$ cat src/rtl/rv32i_pkg.sv
// Shared fetch-stage types: fault codes, queue entry layout, FSM states.
// Also holds the fetch-address classifier used when pushing entries.
package rv32i_pkg;

    localparam logic [31:0] NOP_INSTR = 32'h0000_0013;

    typedef enum logic [1:0] {
        FAULT_NONE     = 2'b00,
        FAULT_MISALIGN = 2'b01,
        FAULT_RANGE    = 2'b10
    } fetch_fault_t;

    typedef struct packed {
        logic [31:0]  instr;
        logic [31:0]  pc;
        fetch_fault_t fault;
    } fetch_entry_t;

    typedef enum logic {
        ST_RUN,
        ST_HALTED
    } fetch_state_t;

    // Misalignment wins over range; range compare is unsigned.
    function automatic fetch_fault_t classify(
        input logic [31:0] pc,
        input logic [31:0] last_pc
    );
        if (pc[1:0] != 2'b00) return FAULT_MISALIGN;
        if (pc > last_pc) return FAULT_RANGE;
        return FAULT_NONE;
    endfunction

endpackage

$ cat src/rtl/fetch_stage_if.sv
// Fetch-stage bus: imem port, redirect input and decode handshake.
// master = fetch stage side, slave = memory/decode/branch side.
interface fetch_stage_if;

    logic [31:0] ImemAddress;
    logic [31:0] ImemInstruction;
    logic        Redirect;
    logic [31:0] RedirectPC;
    logic        IfValid;
    logic        IdReady;
    logic [31:0] IfInstruction;
    logic [31:0] IfPC;
    logic [31:0] IfPCPlus4;
    logic [1:0]  IfFault;

    modport master (
        output ImemAddress,
        input  ImemInstruction,
        input  Redirect,
        input  RedirectPC,
        output IfValid,
        input  IdReady,
        output IfInstruction,
        output IfPC,
        output IfPCPlus4,
        output IfFault
    );

    modport slave (
        input  ImemAddress,
        output ImemInstruction,
        output Redirect,
        output RedirectPC,
        input  IfValid,
        output IdReady,
        input  IfInstruction,
        input  IfPC,
        input  IfPCPlus4,
        input  IfFault
    );

endinterface

$ cat src/rtl/fetch_queue.sv
// Circular FIFO of fetch entries with flush; storage resets to zero.
// Flush keeps the read pointer so the head word holds its last value.
import rv32i_pkg::*;

module fetch_queue #(
    parameter int DEPTH = 2
) (
    input  logic         clk,
    input  logic         rst_n,
    input  logic         push,
    input  logic         pop,
    input  logic         flush,
    input  fetch_entry_t wdata,
    output fetch_entry_t rdata,
    output logic         full,
    output logic         empty,
    output logic [$clog2(DEPTH+1)-1:0] count
);

    localparam int AW = (DEPTH > 1) ? $clog2(DEPTH) : 1;
    localparam int CW = $clog2(DEPTH+1);

    fetch_entry_t  mem [DEPTH];
    logic [AW-1:0] wr_ptr;
    logic [AW-1:0] rd_ptr;
    logic          do_push;
    logic          do_pop;

    function automatic logic [AW-1:0] inc(input logic [AW-1:0] p);
        return (p == AW'(DEPTH-1)) ? '0 : p + AW'(1);
    endfunction

    assign full    = (count == CW'(DEPTH));
    assign empty   = (count == '0);
    assign do_pop  = pop & ~empty;
    assign do_push = push & (~full | do_pop);
    assign rdata   = mem[rd_ptr];

    // Pointer and occupancy bookkeeping; flush empties in one edge.
    always_ff @(posedge clk or negedge rst_n) begin
        if (!rst_n) begin
            wr_ptr <= '0;
            rd_ptr <= '0;
            count  <= '0;
        end else if (flush) begin
            wr_ptr <= rd_ptr;
            count  <= '0;
        end else begin
            if (do_push) wr_ptr <= inc(wr_ptr);
            if (do_pop)  rd_ptr <= inc(rd_ptr);
            if (do_push && !do_pop) count <= count + CW'(1);
            if (!do_push && do_pop) count <= count - CW'(1);
        end
    end

    // Entry storage, cleared on reset so head outputs read zero.
    always_ff @(posedge clk or negedge rst_n) begin
        if (!rst_n) begin
            for (int i = 0; i < DEPTH; i++) mem[i] <= '0;
        end else if (do_push && !flush) begin
            mem[wr_ptr] <= wdata;
        end
    end

endmodule

$ cat src/rtl/fetch_stage.sv
// Instruction fetch: owns FetchPC, RUN/HALTED control, fault tagging
// and the push/pop control of the fetch queue feeding decode.
import rv32i_pkg::*;

module fetch_stage #(
    parameter logic [31:0] RESET_PC    = 32'h0000_0000,
    parameter int unsigned IMEM_BYTES  = 1024,
    parameter int          QUEUE_DEPTH = 2
) (
    input logic           Clk,
    input logic           Rst_n,
    fetch_stage_if.master bus
);

    localparam logic [31:0] LAST_PC = 32'(IMEM_BYTES - 4);
    localparam int          CW      = $clog2(QUEUE_DEPTH+1);

    fetch_state_t state;
    fetch_state_t state_nx;
    logic [31:0]  fetch_pc;
    logic [31:0]  fetch_pc_nx;
    fetch_fault_t fault;
    fetch_entry_t wentry;
    fetch_entry_t head;
    logic         push;
    logic         pop;
    logic         seen;
    logic         q_full;
    logic         q_empty;
    logic [CW-1:0] q_count;

    assign fault  = classify(fetch_pc, LAST_PC);
    assign wentry = '{
        instr: (fault == FAULT_NONE) ? bus.ImemInstruction : NOP_INSTR,
        pc:    fetch_pc,
        fault: fault
    };
    assign pop    = bus.IdReady & ~q_empty;

    // Next state, next PC and push decision; redirect overrides all.
    always_comb begin
        state_nx    = state;
        fetch_pc_nx = fetch_pc;
        push        = 1'b0;
        if (bus.Redirect) begin
            state_nx    = ST_RUN;
            fetch_pc_nx = bus.RedirectPC;
        end else begin
            unique case (state)
                ST_RUN: begin
                    if (~q_full | pop) begin
                        push = 1'b1;
                        if (fault == FAULT_NONE) begin
                            fetch_pc_nx = fetch_pc + 32'd4;
                        end else begin
                            state_nx = ST_HALTED;
                        end
                    end
                end
                ST_HALTED: begin
                    state_nx = ST_HALTED;
                end
            endcase
        end
    end

    // State, PC and the "anything pushed yet" flag for IfPCPlus4.
    always_ff @(posedge Clk or negedge Rst_n) begin
        if (!Rst_n) begin
            state    <= ST_RUN;
            fetch_pc <= RESET_PC;
            seen     <= 1'b0;
        end else begin
            state    <= state_nx;
            fetch_pc <= fetch_pc_nx;
            if (push) seen <= 1'b1;
        end
    end

    fetch_queue #(
        .DEPTH (QUEUE_DEPTH)
    ) u_queue (
        .clk   (Clk),
        .rst_n (Rst_n),
        .push  (push),
        .pop   (pop),
        .flush (bus.Redirect),
        .wdata (wentry),
        .rdata (head),
        .full  (q_full),
        .empty (q_empty),
        .count (q_count)
    );

    assign bus.ImemAddress   = fetch_pc;
    assign bus.IfValid       = (q_count != '0);
    assign bus.IfInstruction = head.instr;
    assign bus.IfPC          = head.pc;
    assign bus.IfPCPlus4     = seen ? head.pc + 32'd4 : 32'd0;
    assign bus.IfFault       = head.fault;

endmodule

$ cat src/flat_wrapper.sv
// flat-port wrapper written by rule: the top's interface ports become plain ports
module fetch_stage_flat 
#(
    parameter logic [31:0] RESET_PC    = 32'h0000_0000,
    parameter int unsigned IMEM_BYTES  = 1024,
    parameter int          QUEUE_DEPTH = 2
)
  (Clk, Rst_n, bus_ImemAddress, bus_ImemInstruction, bus_Redirect, bus_RedirectPC, bus_IfValid, bus_IdReady, bus_IfInstruction, bus_IfPC, bus_IfPCPlus4, bus_IfFault);
  fetch_stage_if bus_i ();
  input logic Clk;
  input logic Rst_n;
  output wire logic [$bits(bus_i.ImemAddress)-1:0] bus_ImemAddress;
  input wire logic [$bits(bus_i.ImemInstruction)-1:0] bus_ImemInstruction;
  input wire logic [$bits(bus_i.Redirect)-1:0] bus_Redirect;
  input wire logic [$bits(bus_i.RedirectPC)-1:0] bus_RedirectPC;
  output wire logic [$bits(bus_i.IfValid)-1:0] bus_IfValid;
  input wire logic [$bits(bus_i.IdReady)-1:0] bus_IdReady;
  output wire logic [$bits(bus_i.IfInstruction)-1:0] bus_IfInstruction;
  output wire logic [$bits(bus_i.IfPC)-1:0] bus_IfPC;
  output wire logic [$bits(bus_i.IfPCPlus4)-1:0] bus_IfPCPlus4;
  output wire logic [$bits(bus_i.IfFault)-1:0] bus_IfFault;
  assign bus_ImemAddress = bus_i.ImemAddress;
  assign bus_i.ImemInstruction = bus_ImemInstruction;
  assign bus_i.Redirect = bus_Redirect;
  assign bus_i.RedirectPC = bus_RedirectPC;
  assign bus_IfValid = bus_i.IfValid;
  assign bus_i.IdReady = bus_IdReady;
  assign bus_IfInstruction = bus_i.IfInstruction;
  assign bus_IfPC = bus_i.IfPC;
  assign bus_IfPCPlus4 = bus_i.IfPCPlus4;
  assign bus_IfFault = bus_i.IfFault;
  fetch_stage #(.RESET_PC(RESET_PC), .IMEM_BYTES(IMEM_BYTES), .QUEUE_DEPTH(QUEUE_DEPTH)) u_core (.Clk(Clk), .Rst_n(Rst_n), .bus(bus_i));
endmodule
$ cat config.mk
export PLATFORM = sky130hd
export DESIGN_NAME = fetch_stage_flat
export DESIGN_NICKNAME = d
export VERILOG_FILES = /design/src/rtl/rv32i_pkg.sv /design/src/rtl/fetch_stage_if.sv /design/src/rtl/fetch_queue.sv /design/src/rtl/fetch_stage.sv /design/src/flat_wrapper.sv
export SDC_FILE = /design/constraint.sdc
export NUM_CORES = 1
export LEC_CHECK = 0
export CORE_UTILIZATION = 55
export CTS_BUF_LIST = sky130_fd_sc_hd__clkbuf_2 sky130_fd_sc_hd__clkbuf_4 sky130_fd_sc_hd__clkbuf_8
export CTS_CLUSTER_SIZE = 25
export DETAILED_ROUTE_END_ITERATION = 6
export PLACE_DENSITY_LB_ADDON = 0.12
export SYNTH_ARGS = -nofsm -noshare
export SYNTH_HDL_FRONTEND = slang
export SYNTH_SLANG_ARGS = --single-unit
$ cat constraint.sdc
create_clock -name Clk -period 5.7 [get_ports Clk]
set_input_delay 1.14 -clock Clk [delete_from_list [all_inputs] [get_ports Clk]]
set_output_delay 1.14 -clock Clk [all_outputs]
set_load 0.03 [all_outputs]
==> results of run 1 <==
## how the worst max path moves through the flow
stage | to | depth (start not counted) | slack, ns
after floorplan | bus_IfPCPlus4[24] | 12 | 1.20
after global placement | bus_IfPCPlus4[30] | 7 | 1.19
after detailed placement | bus_IfPCPlus4[28] | 7 | 1.12
after CTS | bus_IfPCPlus4[28] | 7 | 0.61
after global routing | bus_IfPCPlus4[22] | 7 | 0.36
final | bus_IfPCPlus4[28] | 7 | 0.58
## layout make-up
class	count	area, um^2
clock buffers	22	284
clock inverters	9	115
fillers	1139	4450
inverters	17	63.8
multi-input cells	534	3760
flip-flops and latches	170	4260
well taps	188	235
repair buffers	205	2030
## worst max-delay path: cells and delay by family, from the launching register on
family                     cells  cell delay (ns)
and+or+nand+nor                3             1.22
adders and majority gates      1             0.20
buffers and inverters          1             0.69
DFF                            1             0.89
muxes                          1             0.33
AOI/OAI and AO/OA              1             0.14
## stage by stage
stage / worst slack, ns / utilization
after floorplan: 1.20 / -
after global placement: 1.19 / 0.681
after detailed placement: 1.12 / 0.681
after CTS: 0.609 / 0.707
after global routing: 0.355 / 0.707
final: 0.585 / 0.707
## flip-flops by register name, indices dropped and copies added, names as in the netlist
signal and count:
u_core.seen 1, u_core.u_queue.wr_ptr 1, u_core.u_queue.mem 132, u_core.bus.ImemAddress 32
u_core.state 1, u_core.u_queue.count 2, u_core.u_queue.rd_ptr 1
## power breakdown
| group | switching, mW | internal (mW) |
|---|---|---|
| combinational | 1.61 | 1.31 |
| clock | 0.429 | 0.428 |
| sequential | 0.318 | 1.50 |
| total | 2.36 | 3.23 |
## routing by layer
metal | global-route usage | wire, um | vias to the layer above
li1 | - | - | 3058
met2 | 0.443 | 10200 | 197
met3 | 0.0548 | 968 | 23
met1 | 0.340 | 8810 | 3301
met5 | 0 | 0 | -
met4 | 0.0928 | 312 | 0
## cells in the final DEF (no fill, tap or decap), types with 3 or more instances in the layout
cell	netlist	final
clkdlybuf4s50_1	0	196
dfrtp_1	170	169
mux2_2	142	142
nand2_1	121	121
o21ai_0	87	87
nor2_1	25	24
clkbuf_8	0	19
a21oi_1	17	17
inv_1	16	16
nand3_1	14	14
xnor2_1	11	11
nand4_1	10	10
mux2i_1	9	9
and3_1	9	9
nor4_1	8	8
nand3b_1	7	7
or3_1	8	7
nor3_1	7	7
buf_4	34	7
a31oi_1	5	5
a211oi_1	5	5
xor2_1	4	4
nor2b_1	3	3
nand4b_1	3	3
or4_1	3	3
o21a_1	3	3
and2_1	3	3
clkinv_4	0	3
clkbuf_4	0	3
## logic make-up (layout without fill, tap and decap cells)
family          count (synthesis)  count (layout)
xor+xnor                       15              15
simple gates                  234             234
fa+ha+maj                       2               2
buf+inv                        96             253
compound gates                132             132
flops                         170             170
mux                           151             151
==> results.json, run 1 <==
{
  "cts_made_buffers": 17,
  "min_from": "u_core.u_queue.mem[43]$_DFFE_PN0P_",
  "synth_top_family_by_area": "multiplexers",
  "fin_hold_ws_ns": 0.481,
  "regToRegEndpoint": "u_core.u_queue.mem[113]$_DFFE_PN0P_",
  "synth_top_area_share": 0.498,
  "crit_arrival_ns": 3.98,
  "holdBufCountCts": 0,
  "cts_tree": "built",
  "die_area_um2": 16000,
  "slew_headroom": 0.164,
  "drt-total-wl_um": 20300,
  "slowest_delay_ns": 0.89,
  "ys_async_sr_fraction": 1.00,
  "grt_pass1_wl_um": 33300,
  "synth_edf_count": 0,
  "synth-compound-area-share": 0.0889,
  "status": "complete, no violations",
  "dpl-instance-area_um2": 10300,
  "r2r_start": "u_core.bus.ImemAddress[12]$_DFFE_PN0P_",
  "drive_above_1_share": 0.205,
  "antenna_left": 0,
  "clockBufferDepth": 2,
  "num_io_pins": 199,
  "finalNonFillerCells": 1145,
  "clk_pin_slew_worst_paths_ns": 0.09,
  "drt_pass1_iterations": 5,
  "grt_max_degree": 103,
  "cp.required_ns": 4.56,
  "synthCells": 800,
  "crit_chain": "mux2_2 > ha_1 > and4_1 > nand4_1 > or3_1 > a21oi_1 > clkdlybuf4s50_1",
  "initial_core_util": 0.562,
  "worstMarginPinSlew_ns": 1.25,
  "synth.area.top_cells": "dfrtp_1 50%, mux2_2 19%, nand2_1 5.3%, o21ai_0 5.1%, buf_4 3.0%",
  "syn_nets": 870,
  "fin_skew_ns": 0.0147,
  "setup.worst_path.end_class": "primary output",
  "post_drt_wl_per_cell_um": 17.7,
  "drt_iter0_markers": 419,
  "die_y_um": 127,
  "cts_setup_buffers": 0,
  "die_x_um": 127,
  "synth.distinct_cells": 57,
  "dp_cells": 1114,
  "worst_r2r_path_depth": 5,
  "dpl.hpwl_um": 14000,
  "synthAdderAreaFrac": 0.00293,
  "cap_violations": 0,
  "antenna_found_initial": 0,
  "cp-startpoint": "u_core.u_queue.rd_ptr$_DFFE_PN0P_",
  "cts.repair.resized": 0,
  "diodes": 0,
  "port_buffers": 198,
  "slew_violations": 0,
  "synthFlopType": "dfrtp_1",
  "clkSinkCount": 170,
  "core_um2": 15200,
  "cts_root_buffer": "clkbuf_8",
  "synthSimpleGateAreaFrac": 0.134,
  "finalCritPeriodShare": 0.897,
  "gp_congestion": 0.830,
  "grt_pass1_vias": 6671,
  "yosys.area.top_type": "dfrtp_1",
  "ir_worst_vdd_mv": 0.312,
  "hold_path_class": "reg2reg",
  "worstPathMaxFanout": 60,
  "ys_seq_area_frac": 0.498,
  "drc_errors": 0,
  "synth.avg_cell_area_um2": 10.7,
  "grt-ovfl-total": 0,
  "setup_viol": 0,
  "min_period_ns": 5.12,
  "synth_most_common_cell": "dfrtp_1",
  "max_freq_mhz": 195,
  "totalPowerFinal_mw": 5.59,
  "crit_slowest_cell": "dfrtp_4",
  "hold-path-endpoint": "u_core.u_queue.mem[43]$_DFFE_PN0P_",
  "start_kind": "flip-flop",
  "rsz0062_at_grt": "no",
  "drt-vias-per-instance": 5.75,
  "area_growth_pct": 25.8,
  "grt.total_usage": 0.264,
  "ys_warn_count": 0,
  "r2r_setup_slack_ns": 2.59,
  "clk_latency_ns": 0.45,
  "power_density_nw_per_um2": 520,
  "fin_nets": 1015,
  "hold_viol": 0,
  "setup_tns_ns": 0,
  "hold-path-cell-count": 2,
  "synth_common_cells": "170 x dfrtp_1, 142 x mux2_2, 121 x nand2_1",
  "path_class": "reg2out",
  "netlist_area_um2": 8540,
  "htreeDepth": 4,
  "design_area_um2": 10700,
  "muxShareOfSynthArea": 0.198,
  "synth_xor_area_frac": 0.0154,
  "ys_seq_elements": 170,
  "via_count": 6579,
  "num_rows": 45,
  "power_leakage_nw": 4.50
}
Power figures use the tool's default switching activity.
==> run 2: changes to the inputs <==
--- a/config.mk
+++ b/config.mk
@@ -5,11 +5,14 @@
 export SDC_FILE = /design/constraint.sdc
 export NUM_CORES = 1
 export LEC_CHECK = 0
+export CAP_MARGIN = 20
+export CORE_ASPECT_RATIO = 1.1
 export CORE_UTILIZATION = 55
 export CTS_BUF_LIST = sky130_fd_sc_hd__clkbuf_2 sky130_fd_sc_hd__clkbuf_4 sky130_fd_sc_hd__clkbuf_8
 export CTS_CLUSTER_SIZE = 25
 export DETAILED_ROUTE_END_ITERATION = 6
 export PLACE_DENSITY_LB_ADDON = 0.12
+export RECOVER_POWER = 100
 export SYNTH_ARGS = -nofsm -noshare
 export SYNTH_HDL_FRONTEND = slang
 export SYNTH_SLANG_ARGS = --single-unit
==> results.json, run 2 (synthesized netlist as in run 1, its figures left out) <==
{
  "violations": "max-capacitance violations, max-slew violations",
  "nFillCells": 1072,
  "pwr-share-seq": 0.333,
  "area_growth_pct": 25.9,
  "cts_setup_buffers": 0,
  "die_x_um": 121,
  "antenna_found_initial": 0,
  "power_leakage_nw": 4.66,
  "cp.required_ns": 4.56,
  "antenna_left": 0,
  "htreeDepth": 4,
  "clockBufferDepth": 2,
  "netSwitchingPower_mw": 2.33,
  "grt_pass1_vias": 6760,
  "hold_path_class": "reg2reg",
  "cap_violations": 4,
  "setup_viol": 0,
  "cts.repair.resized": 0,
  "setup_tns_ns": 0,
  "min_period_ns": 5.34,
  "die_area_um2": 16000,
  "grt_pass1_wl_um": 34000,
  "worstMarginPinSlew_ns": 4.20,
  "slowest_delay_ns": 0.83,
  "holdBufCountCts": 0,
  "ir_worst_vdd_mv": 0.244,
  "drt-total-wl_um": 20700,
  "combPwrFrac": 0.506,
  "gp_congestion": 0.892,
  "port_buffers": 198,
  "fin_util": 0.712,
  "dpl.hpwl_um": 14500,
  "die_y_um": 133,
  "clk_pin_slew_worst_paths_ns": 0.08,
  "clk_latency_ns": 0.46,
  "initial_core_util": 0.565,
  "slew_violations": 249,
  "hold_viol": 0,
  "crit_arrival_ns": 4.20,
  "drt-vias-per-instance": 5.61,
  "multi_input_area_um2": 3740,
  "finalCritPeriodShare": 0.937,
  "clkSinkCount": 170,
  "final_common_cell": "dfrtp_1",
  "start_kind": "flip-flop",
  "fin_skew_ns": 0.0116,
  "fin_nets": 1016,
  "rsz0062_at_grt": "no",
  "regMostFlops": "u_core.u_queue.mem",
  "swShare": 0.428,
  "drive_above_1_share": 0.200,
  "drt_iter0_markers": 394,
  "cts_root_buffer": "clkbuf_8",
  "via_count": 6481,
  "grt.total_usage": 0.273,
  "cp_common_cell": "nand4_1",
  "power_density_nw_per_um2": 507,
  "num_io_pins": 199,
  "grt-ovfl-total": 0,
  "p_int_mw": 3.12,
  "drc_errors": 0,
  "status": "finished with violations",
  "max_freq_mhz": 187,
  "core_um2": 15100,
  "setup.worst_path.end_class": "primary output",
  "final_cell_mix": "169 x dfrtp_1, 141 x mux2_2, 127 x dlygate4sd3_1",
  "dpl-instance-area_um2": 10400,
  "post_drt_wl_per_cell_um": 18.0,
  "clkPwrFrac": 0.161,
  "crit_slowest_cell": "dfrtp_4",
  "largest_register_ffs": 132,
  "diodes": 0,
  "regArea_um2": 4260,
  "crit_chain": "nand4_1 > a22oi_1 > nand4_1 > or4_1 > nand2_1 > dlygate4sd3_1",
  "path_class": "reg2out",
  "grt_max_degree": 103,
  "worstPathMaxFanout": 52,
  "cts_tree": "built",
  "slew_headroom": -1.80,
  "cts_made_buffers": 17,
  "design_area_um2": 10800,
  "num_rows": 47,
  "drt_pass1_iterations": 5
}
-- run 2: cell types whose count changed in the layout (fill, tap and decap cells not counted), sizes merged --
cell	before	now
buf	9	4
clkbuf	22	29
clkdlybuf4s50	196	69
dlygate4sd3	0	127
-- run 2: layout make-up --
type / instances / share of cell area
well taps: 196 / 0.0228
repair buffers: 206 / 0.188
clock inverters: 9 / 0.0104
flip-flops and latches: 170 / 0.396
inverters: 17 / 0.00593
clock buffers: 23 / 0.0288
multi-input cells: 534 / 0.348
-- run 2: final timing paths --
| path | from | endpoint | slack [ns] | cells past startpoint |
|---|---|---|---|---|
| worst min-delay path | u_core.u_queue.mem[56]$_DFFE_PN0P_ | u_core.u_queue.mem[56]$_DFFE_PN0P_ | 0.48 | 2 |
| min in group asynchronous | Rst_n | u_core.bus.ImemAddress[29]$_DFFE_PN0P_ | 2.16 | 1 |
| worst max-delay path | u_core.u_queue.rd_ptr$_DFFE_PN0P_ | bus_IfPCPlus4[31] | 0.36 | 6 |
| max in group asynchronous | Rst_n | u_core.u_queue.mem[61]$_DFFE_PN0P_ | 1.12 | 2 |
| worst max register to register | u_core.u_queue.count[0]$_DFFE_PN0P_ | u_core.u_queue.mem[93]$_DFFE_PN0P_ | 2.00 | 5 |
| worst min register to register | u_core.u_queue.mem[56]$_DFFE_PN0P_ | u_core.u_queue.mem[56]$_DFFE_PN0P_ | 0.48 | 2 |
-- run 2: through the flow --
stage	setup WS [ns]	std cells	hold WS, ns	total power, mW
CTS	0.469	1154	0.485	5.64
finish	0.362	1155	0.479	5.46
global route	0.142	1155	0.502	5.74
detailed placement	1.01	1122	0.467	4.75
floorplan	1.20	800	0.444	3.67
global placement	1.04	1121	0.455	4.68
-- run 2: worst max-delay path, delay by kind of cell (launching register included) --
kind | cells | cell delay (ns)
AOI/OAI and AO/OA | 1 | 0.73
buffers and inverters | 1 | 0.73
and+or+nand+nor | 4 | 1.45
DFF | 1 | 0.83
-- run 2: power by group through the flow --
stage               combinational (mW)  sequential [mW]  clock [mW]
floorplan                         1.99             1.68           0
global route                      2.94             1.86       0.944
detailed placement                2.92             1.83           0
global placement                  2.88             1.80           0
CTS                               2.93             1.81       0.900
finish                            2.76             1.82       0.878
-- run 2: per-layer routing --
layer,wire length (um),track usage
met1,8620,0.339
met3,1250,0.0621
met5,0,0
met2,10600,0.466
met4,293,0.0981
